[src/rtl/approx_mult_if.sv]
// Stream handshake bundle for the approximate multiplier: operand beat in, product beat out.
// The master drives operands and accepts results; the slave is the multiplier.
interface approx_mult_if #(
    parameter int WIDTH = 8
);
    logic               in_valid;
    logic               in_ready;
    logic [WIDTH-1:0]   x;
    logic [WIDTH-1:0]   y;
    logic [1:0]         mode;
    logic               out_valid;
    logic               out_ready;
    logic [2*WIDTH-1:0] z;

    modport master (
        output in_valid, x, y, mode, out_ready,
        input  in_ready, out_valid, z
    );

    modport slave (
        input  in_valid, x, y, mode, out_ready,
        output in_ready, out_valid, z
    );
endinterface

[src/rtl/approx_mult_pipe.sv]
// Pipelined unsigned multiplier with exact / truncated / truncated+compensated modes.
// Each stage carries the product and its error versus the exact product, and the output side keeps error statistics.
module approx_mult_pipe #(
    parameter int WIDTH  = 8,
    parameter int L      = 4,
    parameter int STAGES = 2,
    parameter int ERR_W  = 24
) (
    input  logic              clk,
    input  logic              rst_n,
    approx_mult_if.slave      bus,
    input  logic              err_clr,
    output logic [ERR_W-1:0]  err_acc,
    output logic [15:0]       beat_cnt
);
    localparam int PW = 2 * WIDTH;
    // Sum width covers both the accumulator and one beat's error plus a carry bit.
    localparam int SW = ((ERR_W > PW) ? ERR_W : PW) + 1;
    localparam logic [SW-1:0] ACC_MAX = {{(SW - ERR_W){1'b0}}, {ERR_W{1'b1}}};

    logic          adv;
    logic [PW-1:0] x_ext;
    logic [PW-1:0] y_ext;
    logic [PW-1:0] exact;
    logic [PW-1:0] trunc;
    logic [PW-1:0] comp;
    logic [PW-1:0] z_nxt;
    logic [PW-1:0] err_nxt;

    logic          v_q   [STAGES];
    logic [PW-1:0] z_q   [STAGES];
    logic [PW-1:0] err_q [STAGES];

    logic [SW-1:0] acc_sum;
    logic          out_xfer;

    assign adv           = !bus.out_valid || bus.out_ready;
    assign bus.in_ready  = adv;
    assign bus.out_valid = v_q[STAGES-1];
    assign bus.z         = z_q[STAGES-1];
    assign out_xfer      = bus.out_valid && bus.out_ready;

    always_comb begin
        x_ext   = PW'(bus.x);
        y_ext   = PW'(bus.y);
        exact   = x_ext * y_ext;
        trunc   = ((x_ext >> L) * y_ext) << L;
        comp    = bus.x[L-1] ? (y_ext << (L - 1)) : '0;
        z_nxt   = exact;
        case (bus.mode)
            2'd1:    z_nxt = trunc;
            2'd2:    z_nxt = trunc + comp;
            default: z_nxt = exact;
        endcase
        err_nxt = exact - z_nxt;
    end

    // A stall freezes every stage at once, so bubbles stay in place rather than collapsing.
    always_ff @(posedge clk or negedge rst_n) begin
        if (!rst_n) begin
            for (int i = 0; i < STAGES; i++) begin
                v_q[i]   <= 1'b0;
                z_q[i]   <= '0;
                err_q[i] <= '0;
            end
        end else if (adv) begin
            v_q[0]   <= bus.in_valid;
            z_q[0]   <= z_nxt;
            err_q[0] <= err_nxt;
            for (int i = 1; i < STAGES; i++) begin
                v_q[i]   <= v_q[i-1];
                z_q[i]   <= z_q[i-1];
                err_q[i] <= err_q[i-1];
            end
        end
    end

    assign acc_sum = SW'(err_acc) + SW'(err_q[STAGES-1]);

    always_ff @(posedge clk or negedge rst_n) begin
        if (!rst_n) begin
            err_acc  <= '0;
            beat_cnt <= '0;
        end else if (err_clr) begin
            err_acc  <= '0;
            beat_cnt <= '0;
        end else if (out_xfer) begin
            err_acc  <= (acc_sum > ACC_MAX) ? {ERR_W{1'b1}} : acc_sum[ERR_W-1:0];
            beat_cnt <= beat_cnt + 16'd1;
        end
    end
endmodule

[src/flat_wrapper.sv]
// flat-port wrapper written by rule: the top's interface ports become plain ports
module approx_mult_pipe_flat 
#(
    parameter int WIDTH  = 8,
    parameter int L      = 4,
    parameter int STAGES = 2,
    parameter int ERR_W  = 24
)
  (clk, rst_n, err_clr, err_acc, beat_cnt, bus_in_valid, bus_x, bus_y, bus_mode, bus_out_ready, bus_in_ready, bus_out_valid, bus_z);
  approx_mult_if #(.WIDTH(WIDTH)) bus_i ();
  input  logic clk;
  input  logic rst_n;
  input  logic err_clr;
  output logic [ERR_W-1:0] err_acc;
  output logic [15:0] beat_cnt;
  input wire logic [$bits(bus_i.in_valid)-1:0] bus_in_valid;
  input wire logic [$bits(bus_i.x)-1:0] bus_x;
  input wire logic [$bits(bus_i.y)-1:0] bus_y;
  input wire logic [$bits(bus_i.mode)-1:0] bus_mode;
  input wire logic [$bits(bus_i.out_ready)-1:0] bus_out_ready;
  output wire logic [$bits(bus_i.in_ready)-1:0] bus_in_ready;
  output wire logic [$bits(bus_i.out_valid)-1:0] bus_out_valid;
  output wire logic [$bits(bus_i.z)-1:0] bus_z;
  assign bus_i.in_valid = bus_in_valid;
  assign bus_i.x = bus_x;
  assign bus_i.y = bus_y;
  assign bus_i.mode = bus_mode;
  assign bus_i.out_ready = bus_out_ready;
  assign bus_in_ready = bus_i.in_ready;
  assign bus_out_valid = bus_i.out_valid;
  assign bus_z = bus_i.z;
  approx_mult_pipe #(.WIDTH(WIDTH), .L(L), .STAGES(STAGES), .ERR_W(ERR_W)) u_core (.clk(clk), .rst_n(rst_n), .bus(bus_i), .err_clr(err_clr), .err_acc(err_acc), .beat_cnt(beat_cnt));
endmodule
[config.mk]
export PLATFORM = sky130hd
export DESIGN_NAME = approx_mult_pipe_flat
export DESIGN_NICKNAME = d
export VERILOG_FILES = /design/src/rtl/approx_mult_if.sv /design/src/rtl/approx_mult_pipe.sv /design/src/flat_wrapper.sv
export SDC_FILE = /design/constraint.sdc
export NUM_CORES = 1
export LEC_CHECK = 0
export ABC_CLOCK_PERIOD_IN_PS = 3000
export CORE_MARGIN = 2
export CORE_UTILIZATION = 53
export CTS_BUF_LIST = sky130_fd_sc_hd__clkbuf_8
export DETAILED_ROUTE_END_ITERATION = 12
export HOLD_SLACK_MARGIN = 0.05
export PLACE_DENSITY = 0.74
export SYNTH_ARGS = -nofsm -noshare
export SYNTH_HDL_FRONTEND = slang
export SYNTH_SLANG_ARGS = --single-unit
[constraint.sdc]
create_clock -name clk -period 3 [get_ports clk]
set_clock_uncertainty 0.05 [all_clocks]
set_input_delay 0.6 -clock clk [delete_from_list [all_inputs] [get_ports clk]]
set_output_delay 0.6 -clock clk [all_outputs]
set_load 0.05 [all_outputs]
; ---- Word level (Yosys, flattened, before mapping)
; Index checks and enable logic that the tools add are counted.
; Widths: inputs -> output; s select.
[op_classes]
n_lt_le_gt_ge = 1
muxes = 7
n_addsub = 4
div = 0
bitwise = 0
shifts = 0
n_reduce_logical = 4
n_eq_ne = 2
mul = 2
[op_table]
columns = cell, n
row1 = $mux 24, 3
row2 = $mux 16, 2
row3 = $pmux 16 s2, 1
row4 = $add 24x16->25, 1
row5 = $gt 25x24->1 const B, 1
row6 = $add 16x1->16 const B, 1
row7 = $add 16x16->16, 1
row8 = $mul 8x8->16, 1
row9 = $sub 16x16->16, 1
row10 = $mul 4x8->12, 1
row11 = $mux 11, 1
row12 = $eq 2x1->1 const B, 1
row13 = $eq 2x2->1 const B, 1
row14 = $reduce_bool 2->1, 1
row15 = $logic_and 1x1->1, 1
row16 = $logic_not 1->1, 1
row17 = $logic_or 1x1->1, 1
[word_totals]
memories = 0
output_inout_bits = 58
ramBits = 0
regBits = 106
rom_bits = 0
latch_bits = 0
wordCells = 28
in_bits = 23

; ---- Longest topological paths before layout
[depth]
ltp_word = 5
ltp_mapped = 26

; ---- Worst setup path after synthesis
; No wires, ideal clock.
[synth_timing]
path_kind = input to register
from = input port bus_x[3]
to = register u_core.err_q[31] (netlist bit)
cell_stages = 24
arrival_time_ps = 5906
path_slack_ps = -3037
path_buffers = 0
required_time_ps = 2868
setup_time_ps = 82
cell_sequence = and2_1 > fa_1 > inv_1 > fa_1 > inv_1 > fa_1 > inv_1 > fa_1 > inv_1 > ha_1 > o21ai_0 > o21bai_1 > a21oi_1 > xnor2_1 > o21ai_0 > ha_1 > nand3_1 > a211oi_1 > nor2_1 > a21oi_1 > a41oi_1 > and2b_1 > or4_1 > a31oi_1
[synth_via]
elab_chain_cells = 4
elab_cells_between_ends = 5
classes_between = add/sub (2) / mul (1) / mux (2)
[synth_lines]
columns = item, line_no
row1 = "start, declared", flat_wrapper.sv:17  ; input wire logic [$bits(bus_i.x)-1:0] bus_x;
row2 = "parallel branches: the longest is 3 deep, another holds $mul 8x8->16", --
row3 = $sub 16x16->16 (*), approx_mult_pipe.sv:55  ; err_nxt = exact - z_nxt;
row4 = "end signal, assigned by index", approx_mult_pipe.sv:73  ; err_q[i] <= err_q[i-1];
row5 = "end, declared", approx_mult_pipe.sv:32  ; logic [PW-1:0] err_q [STAGES];
; Mark *: on every way between the ends.
; A chain may end at the register's enable or synchronous reset.

; ---- Worst setup path in the final report
[layout_timing]
from = input port bus_y[3]
to = register u_core.err_q[31] (netlist bit)
[layout_via]
elab_chain_cells = 4
elab_cells_between_ends = 6
classes_between = add/sub (2) / mul (2) / mux (2)
[layout_lines]
columns = item, line_no
row1 = "start, declared", flat_wrapper.sv:18  ; input wire logic [$bits(bus_i.y)-1:0] bus_y;
row2 = $mul 4x8->12 / $mux 11 (equally long branches), "approx_mult_pipe.sv:47, approx_mult_pipe.sv:48"
row3 = $add 16x16->16, approx_mult_pipe.sv:52  ; 2'd2: z_nxt = trunc + comp;
row4 = $pmux 16 s2, approx_mult_pipe.sv:50  ; case (bus.mode)
row5 = $sub 16x16->16 (*), approx_mult_pipe.sv:55
; Mark *: on every way between the ends. The rest lies on a longest branch, timed or not.

==> metrics.txt <==
Net Sw Power=7.11 mW; vias in the first global route=8873; Initial Utilization=53.8%; Yosys reg bits=106; setup_tns=-44.56 ns; CTS tree=yes; # hold bufs at CTS=0; Top-Level Pins=81; Final Net Count=1486; Reg clk slew, reported paths=0.11 ns; Clock Sinks=106; vias per cell=5.86; CP required=3.23 ns; Syn Inst Count=1027; DR vias=9097; Achievable Freq=160 MHz; RSZ-0062 raised after global routing=true; top_reg_cell synth=dfrtp_1; GRT Total Usage=29.4%; Critical path origin=bus_y[3]; core footprint=16500 um2; clock share of power=5.9%; placer congestion estimate=0.918; crit path kind=input port to flop; part of the power in registers=13.6%; final setup fails=26; EDFF count, synth=0; placed instance count=1464; Crit Path Max Fanout=4; total gr overflow=0; commonest non-fill, non-tap cell in the layout=buf_4; global-route wire length before repair=41700 um; hold slack=0.183 ns; max_cap viols=0; Unique masters post-synth=64; HPWL Detailed=17900 um; final worst slack=-3.24 ns; 1st-pass router iterations=6; YS warnings=0; area leader, netlist=dfrtp_1; initial DRC count=739; area added between synthesis and finish=47.4%; Setup crit end kind=flop; WL final=31200 um; top post-synthesis cells by area=dfrtp_1 30%, ha_1 13%, fa_1 10%; Int Pwr=8.35 mW; post-synth net total=1186; Post-synth ARST share=100%; post-route minimum period=6.24 ns; largest net degree at the start of global routing=70; CP Launch Type=input port; FP Rows=47; Final ANT Viol Nets=0; Root Buffer=clkbuf_8; Power Density=1180 nW/um2; slew margin rel.=49.6%; clk buf depth=2; crit path DAT=6.47 ns; port buffer count=80; Die X=133 um; failing checks=negative setup slack; Max H-tree Level=3; Logic pwr share=80.5%; die footprint=17800 um2; share of the synthesized area in the top cell type=29.9%; Antenna Cells=0; Fin. Hold Viols=0; Slew Limit Fails=0; static leakage=6.45 nW; DRC viols=0; share of cells above drive strength 1=35.2%; Syn Area/Cell=8.63 um2; initial antenna violation count=0; worst flop-to-flop path startpoint=u_core.err_acc[0]$_DFFE_PN0P_; non-filler cells, final=1552; Final period util=208%; Die Span Y=133 um; synthesized area=8860 um2; WL/cell=20.1 um; Worst Tran Pin Value=0.755 ns; Min-Delay Path Class=input port to asynchronous set/reset pin; sequential area share after synthesis=29.9%; total CTS buffers=9; maximum VDD drop=0.891 mV; status=finished, violations left; switching portion of total power=46.0%; clk_lat worst skew=0.38 ns; most frequent cells in the layout=215 x buf_4, 166 x nand2_1, 106 x dfrtp_1
flip-flops by register name, indices dropped and copies added, names as in the netlist:
register and flops:
u_core.err_q 32, u_core.err_acc 24, u_core.beat_cnt 16, u_core.bus.z 16
u_core.z_q 16, u_core.bus.out_valid 1, u_core.v_q 1
synthesized netlist by cell type, types with 6 or more instances:
cell / number
a211oi_1: 11
a21o_1: 15
a21oi_1: 46
a221o_1: 8
a311oi_1: 8
a31oi_1: 10
and2_1: 48
and3_1: 10
buf_4: 16
clkbuf_1: 29
dfrtp_1: 106
fa_1: 45
ha_1: 91
inv_1: 85
nand2_1: 176
nand2b_1: 8
nand3_1: 26
nor2_1: 84
nor3_1: 22
o21a_1: 6
o21ai_0: 46
xnor2_1: 29
xor2_1: 28
final timing paths:
path                       cells past startpoint                             end  slack (ns)
min                                            1   u_core.err_acc[9]$_DFFE_PN0P_        0.18
min reg2reg                                    2    u_core.bus.z[11]$_DFFE_PN0P_        0.42
max                                           25    u_core.err_q[31]$_DFFE_PN0P_       -3.24
max in group asynchronous                      2  u_core.beat_cnt[3]$_DFFE_PN0P_        2.05
max reg2reg                                   11  u_core.err_acc[21]$_DFFE_PN0P_        0.08
min in group clk                               2    u_core.bus.z[11]$_DFFE_PN0P_        0.42
cells by family after synthesis:
group	count (synthesis)	synth area share [%]
xor gates and xnor gates	58	5.82
and+or+nand+nor	406	21.0
AOI/OAI and AO/OA	186	13.7
DFF	106	29.9
muxes	1	0.113
adders and majority gates	136	23.0
buffers and inverters	134	6.37
final cells by class:
cell class              count  area [um2]
multi-input cells         787        6700
clock buffers              10         138
well taps                 220         275
clock inverters             6        65.1
inverters                  86         323
flip-flops and latches    106        2650
fillers                  1015        3400
repair buffers            337        2920
per-layer routing:
| metal | GRT usage [%] | part of all wire [%] | up-vias |
|---|---|---|---|
| li1 | - | - | 4056 |
| met5 | 0 | 0 | - |
| met1 | 31.6 | 36 | 4375 |
| met3 | 3.88 | 6.0 | 176 |
| met4 | 18.8 | 7.7 | 0 |
| met2 | 54.3 | 50 | 490 |
critical path, cell delays in order:
cell and delay [ns]:
buf_8 0.10, and2_4 0.15, fa_1 0.56, inv_2 0.05, fa_1 0.52, inv_2 0.05, fa_1 0.51, inv_1 0.05
fa_1 0.49, inv_2 0.05, ha_4 0.28, o21ai_2 0.06, o21bai_1 0.19, a21oi_2 0.10, xnor2_2 0.16, o21ai_2 0.35
ha_4 0.26, nand3_2 0.11, a211oi_2 0.30, nor2_1 0.13, a21oi_4 0.29, a41oi_2 0.19, and2b_1 0.21, or4_1 0.44
a31oi_1 0.24
power by group through the flow:
stage | clock network [mW] | logic, mW | registers [mW]
after floorplan | 0 | 4.33 | 2.17
after global placement | 0 | 7.04 | 2.09
after detailed placement | 0 | 7.26 | 2.10
after CTS | 0.908 | 9.21 | 2.07
after global routing | 0.975 | 13.0 | 2.14
final | 0.909 | 12.4 | 2.10
through the flow:
stage          worst slack (ns)  instance area, um2  total power [mW]  util [%]
6_report                  -3.24               13100              15.5      79.4
5_1_grt                   -3.35               13100              16.1      79.4
4_1_cts                   -2.48               12400              12.2      75.5
3_5_place_dp              -3.39               11300              9.36      68.7
3_3_place_gp              -3.21               11300              9.13      68.7
2_1_floorplan             -2.63                9060              6.51         -
what timing repair did:
action / in CTS / in global routing
gates cloned: 0 / 0
endpoints found under the setup margin: 29 / 28
buffers inserted: 85 / 25
pin swaps: 95 / 95
resized for setup: 182 / 122
No activity file was read; power rests on OpenSTA's default activity.
